==> src/rtl/tow_pkg.sv <==
// Shared types and constants for the tug-of-war game: field states, round
// winner encodings and default sizing used by the field, player and computer stages.
package tow_pkg;

  typedef enum logic [1:0] {
    PLAY = 2'b00,
    HOLD = 2'b01,
    OVER = 2'b10
  } state_t;

  typedef enum logic [1:0] {
    WIN_NONE  = 2'b00,
    WIN_LEFT  = 2'b01,
    WIN_RIGHT = 2'b10
  } winner_t;

  localparam int DEF_NUM_LEDS    = 9;
  localparam int DEF_WIN_SCORE   = 7;
  localparam int DEF_HOLD_CYCLES = 4;

endpackage

==> src/rtl/score_counter.sv <==
// 3-bit round-win counter with synchronous reset and an increment enable;
// saturates at LIMIT so a score can never wrap.
module score_counter #(
  parameter int LIMIT = 7
) (
  input  logic       clk,
  input  logic       reset,
  input  logic       inc,
  output logic [2:0] count
);

  // NOTE: sequential state uses non-blocking assignments so every register
  // samples pre-edge values regardless of process ordering.
  always_ff @(posedge clk) begin
    if (reset) begin
      count <= '0;
    end else if (inc && (count != 3'(LIMIT))) begin
      count <= count + 3'd1;
    end
  end

endmodule

==> src/rtl/rope_field.sv <==
// Tug-of-war playfield: a marker index pushed by two players, round wins at
// either end, a fixed result hold, and a match end once a score reaches WIN_SCORE.
module rope_field
  import tow_pkg::*;
#(
  parameter int NUM_LEDS    = DEF_NUM_LEDS,
  parameter int WIN_SCORE   = DEF_WIN_SCORE,
  parameter int HOLD_CYCLES = DEF_HOLD_CYCLES
) (
  input  logic                clk,
  input  logic                reset,
  input  logic                left_press,
  input  logic                right_press,
  output logic [NUM_LEDS-1:0] leds,
  output logic [1:0]          winner,
  output logic [2:0]          score_l,
  output logic [2:0]          score_r,
  output logic                game_over
);

  localparam int POS_W = $clog2(NUM_LEDS);
  localparam int CNT_W = $clog2(HOLD_CYCLES + 1);
  localparam logic [POS_W-1:0] POS_CENTRE = POS_W'((NUM_LEDS - 1) / 2);
  localparam logic [POS_W-1:0] POS_LAST   = POS_W'(NUM_LEDS - 1);
  localparam logic [CNT_W-1:0] HOLD_LAST  = CNT_W'(HOLD_CYCLES - 1);
  localparam logic [NUM_LEDS-1:0] LED_ONE = {{(NUM_LEDS-1){1'b0}}, 1'b1};

  state_t              state, state_d;
  logic [POS_W-1:0]    pos, pos_d;
  logic [CNT_W-1:0]    cnt, cnt_d;
  winner_t             winner_q, winner_d;
  logic [NUM_LEDS-1:0] leds_d;
  logic                over_d;
  logic                inc_l, inc_r;
  logic                lone_left, lone_right, match_won;

  assign lone_left  = left_press && !right_press;
  assign lone_right = right_press && !left_press;
  assign match_won  = (score_l == 3'(WIN_SCORE)) || (score_r == 3'(WIN_SCORE));
  assign winner     = winner_q;

  always_ff @(posedge clk) begin
    if (reset) begin
      state     <= PLAY;
      pos       <= POS_CENTRE;
      cnt       <= '0;
      winner_q  <= WIN_NONE;
      leds      <= LED_ONE << POS_CENTRE;
      game_over <= 1'b0;
    end else begin
      state     <= state_d;
      pos       <= pos_d;
      cnt       <= cnt_d;
      winner_q  <= winner_d;
      leds      <= leds_d;
      game_over <= over_d;
    end
  end

  // NOTE: every combinational output is defaulted before the case so no
  // path leaves a signal unassigned and infers a latch.
  always_comb begin
    state_d  = state;
    pos_d    = pos;
    cnt_d    = cnt;
    winner_d = winner_q;
    over_d   = game_over;
    inc_l    = 1'b0;
    inc_r    = 1'b0;

    unique case (state)
      PLAY: begin
        cnt_d = '0;
        if (lone_left) begin
          if (pos == POS_LAST) begin
            state_d  = HOLD;
            winner_d = WIN_LEFT;
            inc_l    = 1'b1;
          end else begin
            pos_d = pos + POS_W'(1);
          end
        end else if (lone_right) begin
          if (pos == '0) begin
            state_d  = HOLD;
            winner_d = WIN_RIGHT;
            inc_r    = 1'b1;
          end else begin
            pos_d = pos - POS_W'(1);
          end
        end
      end
      HOLD: begin
        // Scores were already updated on entry, so the match check is current here.
        if (cnt == HOLD_LAST) begin
          cnt_d = '0;
          if (match_won) begin
            state_d = OVER;
            over_d  = 1'b1;
          end else begin
            state_d  = PLAY;
            pos_d    = POS_CENTRE;
            winner_d = WIN_NONE;
          end
        end else begin
          cnt_d = cnt + CNT_W'(1);
        end
      end
      OVER: ;
      default: state_d = PLAY;
    endcase

    leds_d = (state_d == PLAY) ? (LED_ONE << pos_d) : '0;
  end

  score_counter #(.LIMIT(WIN_SCORE)) u_score_l (
    .clk   (clk),
    .reset (reset),
    .inc   (inc_l),
    .count (score_l)
  );

  score_counter #(.LIMIT(WIN_SCORE)) u_score_r (
    .clk   (clk),
    .reset (reset),
    .inc   (inc_r),
    .count (score_r)
  );

endmodule

==> config.mk <==
export PLATFORM = sky130hd
export DESIGN_NAME = rope_field
export DESIGN_NICKNAME = d
export VERILOG_FILES = /design/src/rtl/tow_pkg.sv /design/src/rtl/score_counter.sv /design/src/rtl/rope_field.sv
export SDC_FILE = /design/constraint.sdc
export NUM_CORES = 1
export LEC_CHECK = 0
export CAP_MARGIN = 20
export CORE_MARGIN = 8
export CORE_UTILIZATION = 37
export DETAILED_ROUTE_END_ITERATION = 16
export PLACE_DENSITY = 0.62
export SETUP_SLACK_MARGIN = 0.05
export SYNTH_ARGS = -nofsm -noshare
export SYNTH_HDL_FRONTEND = slang
export SYNTH_HIERARCHICAL = 1
export SYNTH_SLANG_ARGS = --single-unit
==> constraint.sdc <==
create_clock -name clk -period 3.95 [get_ports clk]
set_input_delay 1.185 -clock clk [delete_from_list [all_inputs] [get_ports clk]]
set_output_delay 1.185 -clock clk [all_outputs]
set_load 0.02 [all_outputs]
==> flow_summary_export.csv, run 1 <==
group,metric,value,unit
worst_setup_path,required,4090,ps
detailed_routing,antenna_left,0,
clock_network,clk_latency,270,ps
global_routing,grtUsageMet1,0.1342,
timing,hold_viol_final,0,
cells_and_area,multiInputGateArea,833.3,µm²
cells_and_area,nFillCells,371,
power_and_ir_drop,power_frac_comb,0.213,
place,dp_slack,393.2,ps
timing,period_share,0.8267,
detailed_routing,first_pass_iters,4,
cells_and_area,final_cell_count_no_fill,221,
global_routing,antenna_found_initial,0,
clock_network,cts.clk_slew.worst_paths,90,ps
global_routing,grt_pass1_vias,1088,
status,status,"finished clean",
clock_network,cts_buffer_depth,2,
clock_network,cts_post_setup_buffers_inserted,0,
place,dp.cells,217,
place,dpl.hpwl,2.291,mm
floorplanning,start_util,0.3875,
floorplanning,die_h,78.39,µm
cells_and_area,antenna_cells,0,
worst_setup_path,slowest_delay,490,ps
floorplanning,io_pins,22,
global_routing,grtUsageTotal,0.09946,
global_routing,grt_busiest_layer,"met2",
timing,rsz0062_at_grt,"false",
global_routing,gr-total-overflow,0,
power_and_ir_drop,p_switching,0.1600,mW
global_routing,grt_max_degree,24,
synthesis,syn_area,1440,µm²
detailed_routing,wl_per_cell,13.73,µm
worst_setup_path,cp_cell_sequence,"clkdlybuf4s50_1 > inv_1 > ha_1 > or3b_2 > a211oi_1 > nor4b_2 > o21ai_1 > nor4_1",
global_routing,grtUsageMet2,0.1491,
worst_setup_path,critical-path-slowest-cell,"or3b_2",
power_and_ir_drop,power_leakage,0.6390,nW
clock_network,ctsResizeCount,0,
detailed_routing,wirelength,3.035,mm
synthesis,synth_cell_types,47,
timing,relSlewSlack,0.4468,
timing,max_freq,306.3,MHz
worst_setup_path,crit_path_start_kind,"input pin",
place,io_buffers,21,
floorplanning,coreArea,3716,µm²
power_and_ir_drop,p_clk_frac,0.271,
synthesis,ys_top_cells_by_area,"dfxtp_1, ha_1, nor4b_2",
timing,slew_violations,0,
global_routing,grt_pass1_wl,5.147,mm
timing,worst_pin_slew,827.7,ps
worst_setup_path,end_kind,"flop",
detailed_routing,num_vias,1157,
detailed_routing,route.detailed.drc,0,
clock_network,clkSinkCount,27,
floorplanning,die_x,78.39,µm
clock_network,cts-root-buf,"clkbuf_8",
synthesis,synth_cells,151,
global_routing,met3_usage,0.01481,
synthesis,syn_avg_cell_area,9.537,µm²
place,gp_congestion,0.8541,
detailed_routing,drtIter0Drc,93,
worst_setup_path,worstPathArrival,3410,ps
worst_setup_path,crit_path_max_fanout,11,
power_and_ir_drop,power_frac_seq,0.517,
flow_run,max-cap-violations,0,
synthesis,yosysSeqAreaShare,0.3753,
timing,fin_skew,3.008,ps
timing,fin_ws,684.7,ps
floorplanning,die_area,6144,µm²
synthesis,ys_ff_latch,27,
timing,setup_viol_count_final,0,
detailed_routing,vias_per_cell,5.235,
timing,fin_tns_setup,0,ps
cells_and_area,fin_nets,187,
synthesis,yosys.area.top_type_share,0.3753,
clock_network,cts_buffers,3,
cells_and_area,syn_to_final_growth,20.76,%
hold_path,hp-class,"reg -> reg",
worst_setup_path,crit_type,"in -> reg",
power_and_ir_drop,ir_drop,108.6,µV
cells_and_area,seq_area,540.5,µm²
power_and_ir_drop,internal-power,0.4099,mW
power_and_ir_drop,p_sw_frac,0.2807,
synthesis,yosysTopAreaCell,"dfxtp_1",
clock_network,cts_hold_buf,0,
clock_network,htree_levels,1,
synthesis,synth_nets,164,
timing,min_period,3265,ps
synthesis,ys_warn_count,6,
power_and_ir_drop,power.density,327.6,nW/µm²
cells_and_area,drive_above_1_share,0.1156,
clock_network,tritoncts,"done",
floorplanning,fp-row-count,22,
## synthesized netlist by cell type (all sizes together)
cell type and number:
o31a 1, clkbuf 1, a31oi 1, nand3 4
nand2 3, a31o 1, o21bai 2, a22o 1
nand2b 9, nor2b 6, a22oi 1, mux2 2
o22ai 1, nand4 1, nor4b 6, a221o 1
ha 9, or3b 3, inv 9, nor2 16
a221oi 2, xor2 1, buf 4, nor4 4
nor3b 1, a2111oi 1, and2 3, nand4bb 4
mux2i 1, dfxtp 27, a21oi 7, nor3 4
nand4b 1, or2 1, o21ai 9, a211oi 1
o41ai 2
## critical path: cells and delay by family
family / cells / cell delay, ps
adders and majority gates: 1 / 310
buffers and inverters: 2 / 530
and+or+nand+nor: 3 / 720
AOI/OAI and AO/OA: 2 / 670
## routing by layer
metal	vias to the layer above	wire, µm	part of all wire
met2	13	1406	0.46
li1	594	-	-
met3	2	106	0.035
met1	548	1477	0.49
met5	-	0	0
met4	0	44	0.014
## logic make-up (layout without fill, tap and decap cells)
group | count (synthesis) | in the layout | share of synthesized area
xor gates and xnor gates | 1 | 1 | 0.006083
and+or+nand+nor | 66 | 66 | 0.3128
AOI/OAI and AO/OA | 31 | 31 | 0.1538
muxes | 3 | 3 | 0.02780
buffers and inverters | 14 | 36 | 0.04604
adders and majority gates | 9 | 9 | 0.07819
DFF | 27 | 27 | 0.3753
## state kept, by name, summed over array words and instances (netlist names)
name             flops
cnt                  3
game_over            1
leds                 9
pos                  4
state                2
u_score_l/count      3
u_score_r/count      3
winner               2
## area by class of cell
class | instances | share of cell area
multi-input cells | 110 | 0.4791
flip-flops and latches | 27 | 0.3108
repair buffers | 23 | 0.1295
well taps | 48 | 0.03453
clock buffers | 3 | 0.02374
inverters | 9 | 0.01942
clock inverters | 1 | 0.002878
## power groups by stage
stage	Sequential [mW]	Clock [mW]	Combinational, mW
after floorplan	0.308	0	0.0760
after global placement	0.300	0	0.119
after detailed placement	0.301	0	0.122
after CTS	0.294	0.160	0.123
after global routing	0.297	0.171	0.133
final	0.294	0.154	0.121
## per-stage QoR
step	util	power, mW	area (µm²)	hold WS (ps)
floorplan	-	0.3839	1440	452.2
finish	0.4680	0.5698	1739	485.4
global route	0.4680	0.6012	1739	509.2
global placement	0.4556	0.4191	1693	459.2
detailed placement	0.4556	0.4228	1693	462.9
CTS	0.4680	0.5772	1739	487.7
## cells in the final DEF, fill, tap and decap left out, drive strengths merged, types with 2 or more instances in the layout
master / instances
nor4b: 6
a21oi: 7
mux2: 2
a221oi: 2
nor2: 16
o21bai: 2
nand4bb: 4
o41ai: 2
nor2b: 6
ha: 9
nand2: 3
or3b: 3
dfxtp: 27
and2: 3
nor3: 4
nand2b: 9
clkdlybuf4s50: 21
inv: 9
clkbuf: 3
nor4: 4
nand3: 4
o21ai: 9
buf: 2
## final timing paths
| kind | from | endpoint | slack, ps | cells past startpoint |
|---|---|---|---|---|
| hold reg to reg | game_over | game_over | 490 | 2 |
| hold / removal | game_over | game_over | 490 | 2 |
| setup reg to reg | pos[0] | leds[7] | 1730 | 7 |
| setup / recovery | right_press | leds[1] | 680 | 8 |
(Power assumes the default switching activity.)
==> inputs of run 2 (changes only) <==
Settings changed: PLACE_DENSITY 0.62 to 0.65.
Clock period 3.95 ns to 2.74 ns, I/O delays scaled along.
==> run 2 against run 1 <==
  * Flip-flop and latch count did not move
  * Routed wire length rose by 23%
  * Clock power increased by 42%
  * Final cell count is 7.7% higher
  * Hold slack gained 5.6 ps
  * First-iteration DRC count did not move
  * Combinational power is 73% higher
==> flow_summary_export.csv, run 2 (same netlist as run 1, synthesis figures left out) <==
group,metric,value,unit
cells_and_area,top_regs,"leds x9, pos x4",
global_routing,gr-total-overflow,0,
status,status,"finished clean",
worst_setup_path,required,2920,ps
detailed_routing,wl_met1,1.692,mm
timing,rsz0062_at_grt,"false",
worst_setup_path,r2r_slack,350,ps
global_routing,grtUsageTotal,0.1132,
clock_network,clk_latency,270,ps
floorplanning,die_x,78.39,µm
worst_setup_path,r2r_start,"pos[0]",
worst_setup_path,cp-endpoint,"leds[6]",
worst_setup_path,crit_type,"in -> reg",
worst_setup_path,crit_path_max_fanout,4,
floorplanning,fp-row-count,22,
detailed_routing,num_vias,1267,
detailed_routing,first_pass_iters,4,
cells_and_area,largest_register_ffs,9,
clock_network,clkSinkCount,27,
cells_and_area,most-common-layout-cells,"dfxtp_1, clkdlybuf4s50_1, buf_4",
detailed_routing,top_layer,"met4",
timing,max_freq,401.8,MHz
detailed_routing,vias_per_cell,5.324,
worst_setup_path,worstPathArrival,2670,ps
hold_path,hp-class,"reg -> reg",
cells_and_area,syn_to_final_growth,36.23,%
worst_setup_path,reg2regPathDepth,8,
cells_and_area,antenna_cells,0,
timing,worst_pin_slew,713.4,ps
clock_network,htree_levels,1,
clock_network,tritoncts,"done",
floorplanning,start_util,0.3875,
timing,period_share,0.9084,
timing,hold_viol_final,0,
worst_setup_path,end_kind,"flop",
detailed_routing,route.detailed.drc,0,
global_routing,grt_pass1_vias,1214,
detailed_routing,antenna_left,0,
cells_and_area,fin_nets,204,
timing,fin_skew,2.447,ps
cells_and_area,largest-register,"leds",
power_and_ir_drop,ir_drop,177.9,µV
detailed_routing,wl_met3,73,µm
clock_network,cts.clk_slew.worst_paths,90,ps
place,gp_congestion,0.8297,
cells_and_area,final_common_cell,"dfxtp_1",
timing,relSlewSlack,0.5222,
clock_network,cts-root-buf,"clkbuf_8",
timing,fin_tns_setup,0,ps
detailed_routing,wl_per_cell,15.75,µm
worst_setup_path,crit_path_start_kind,"input pin",
detailed_routing,drtIter0Drc,93,
detailed_routing,wl_met2,1.932,mm
cells_and_area,nFillCells,335,
cells_and_area,drive_above_1_share,0.2579,
worst_setup_path,rr_endpoint,"leds[6]",
global_routing,grt_max_degree,23,
cells_and_area,fin_util,0.5279,
timing,setup_viol_count_final,0,
worst_setup_path,crit_path_start,"left_press",
power_and_ir_drop,power.density,436.4,nW/µm²
global_routing,antenna_found_initial,0,
floorplanning,die_h,78.39,µm
place,place_area,1798,µm²
clock_network,cts_buffer_depth,2,
power_and_ir_drop,power_leakage,0.7649,nW
floorplanning,die_area,6144,µm²
place,io_buffers,21,
timing,slew_violations,0,
place,dpl.hpwl,2.607,mm
global_routing,grt_pass1_wl,5.782,mm
cells_and_area,final_area,1962,µm²
detailed_routing,wirelength,3.748,mm
floorplanning,coreArea,3716,µm²
clock_network,cts_hold_buf,0,
flow_run,max-cap-violations,0,
timing,min_period,2489,ps
clock_network,cts_buffers,3,
floorplanning,io_pins,22,
run 2: cell count changes in the layout (fill, tap and decap cells not counted), sizes merged:
cell and change:
a22o +1, dlygate4sd2 +1, dlymetal6s2s +1, buf +16
clkdlybuf4s50 -2
run 2: area by class of cell:
class | instances | area [µm²] | share of cell area
clock buffer | 3 | 41.29 | 0.02105
inverter | 9 | 33.78 | 0.01722
clock inverter | 1 | 5.005 | 0.002551
timing repair buffer | 39 | 346.6 | 0.1767
multi-input combinational | 111 | 934.6 | 0.4764
tap | 48 | 60.06 | 0.03061
sequential | 27 | 540.5 | 0.2755
run 2: stage by stage:
stage	total power [mW]	worst slack (ps)	hold WS (ps)	instances
after global routing	0.9007	140.1	509.0	238
after detailed placement	0.6210	-330.3	469.8	231
after floorplan	0.5534	285.1	452.2	151
final	0.8562	250.9	491.0	238
after global placement	0.6159	-325.2	459.9	231
after CTS	0.8431	52.76	490.2	235
run 2: report_power, final:
group | internal, mW | switching, mW | total (mW)
logic | 0.0974 | 0.112 | 0.209
registers | 0.410 | 0.0186 | 0.429
clock network | 0.102 | 0.117 | 0.219
total | 0.609 | 0.247 | 0.856
run 2: routing by layer:
metal | global-route usage | vias to the layer above
met5 | 0 | -
met3 | 0.01481 | 4
li1 | - | 630
met4 | 0.03889 | 0
met1 | 0.1383 | 619
met2 | 0.1980 | 14
run 2: what timing repair did:
action	CTS	global route
hold endpoints to repair	0	0
gates resized for setup	6	13
pin swaps	2	2
buffers inserted	0	2
setup endpoints to repair	10	13
gates cloned	0	1
run 2: worst min path at each step:
stage	startpoint	to	slack, ps	cells past startpoint
floorplan	cnt[2]	cnt[2]	450	2
global placement	winner[1]	winner[1]	460	2
detailed placement	game_over	game_over	470	2
CTS	winner[0]	winner[0]	490	2
global route	winner[1]	winner[1]	510	2
finish	game_over	game_over	490	2
run 2: worst max-delay path: stages:
cell           delay [ps]
dlygate4sd2_1         270
inv_1                  60
ha_1                  210
or3b_2                200
a211oi_2               50
buf_4                 160
nor4b_4               230
or3b_4                450
nor4b_2               220
==> inputs of run 3 (changes only) <==
Settings changed: CTS_CLUSTER_DIAMETER from default to 30.
==> results of run 3 <==
No change in the layout: final DEF, timing and power equal those of run 2.
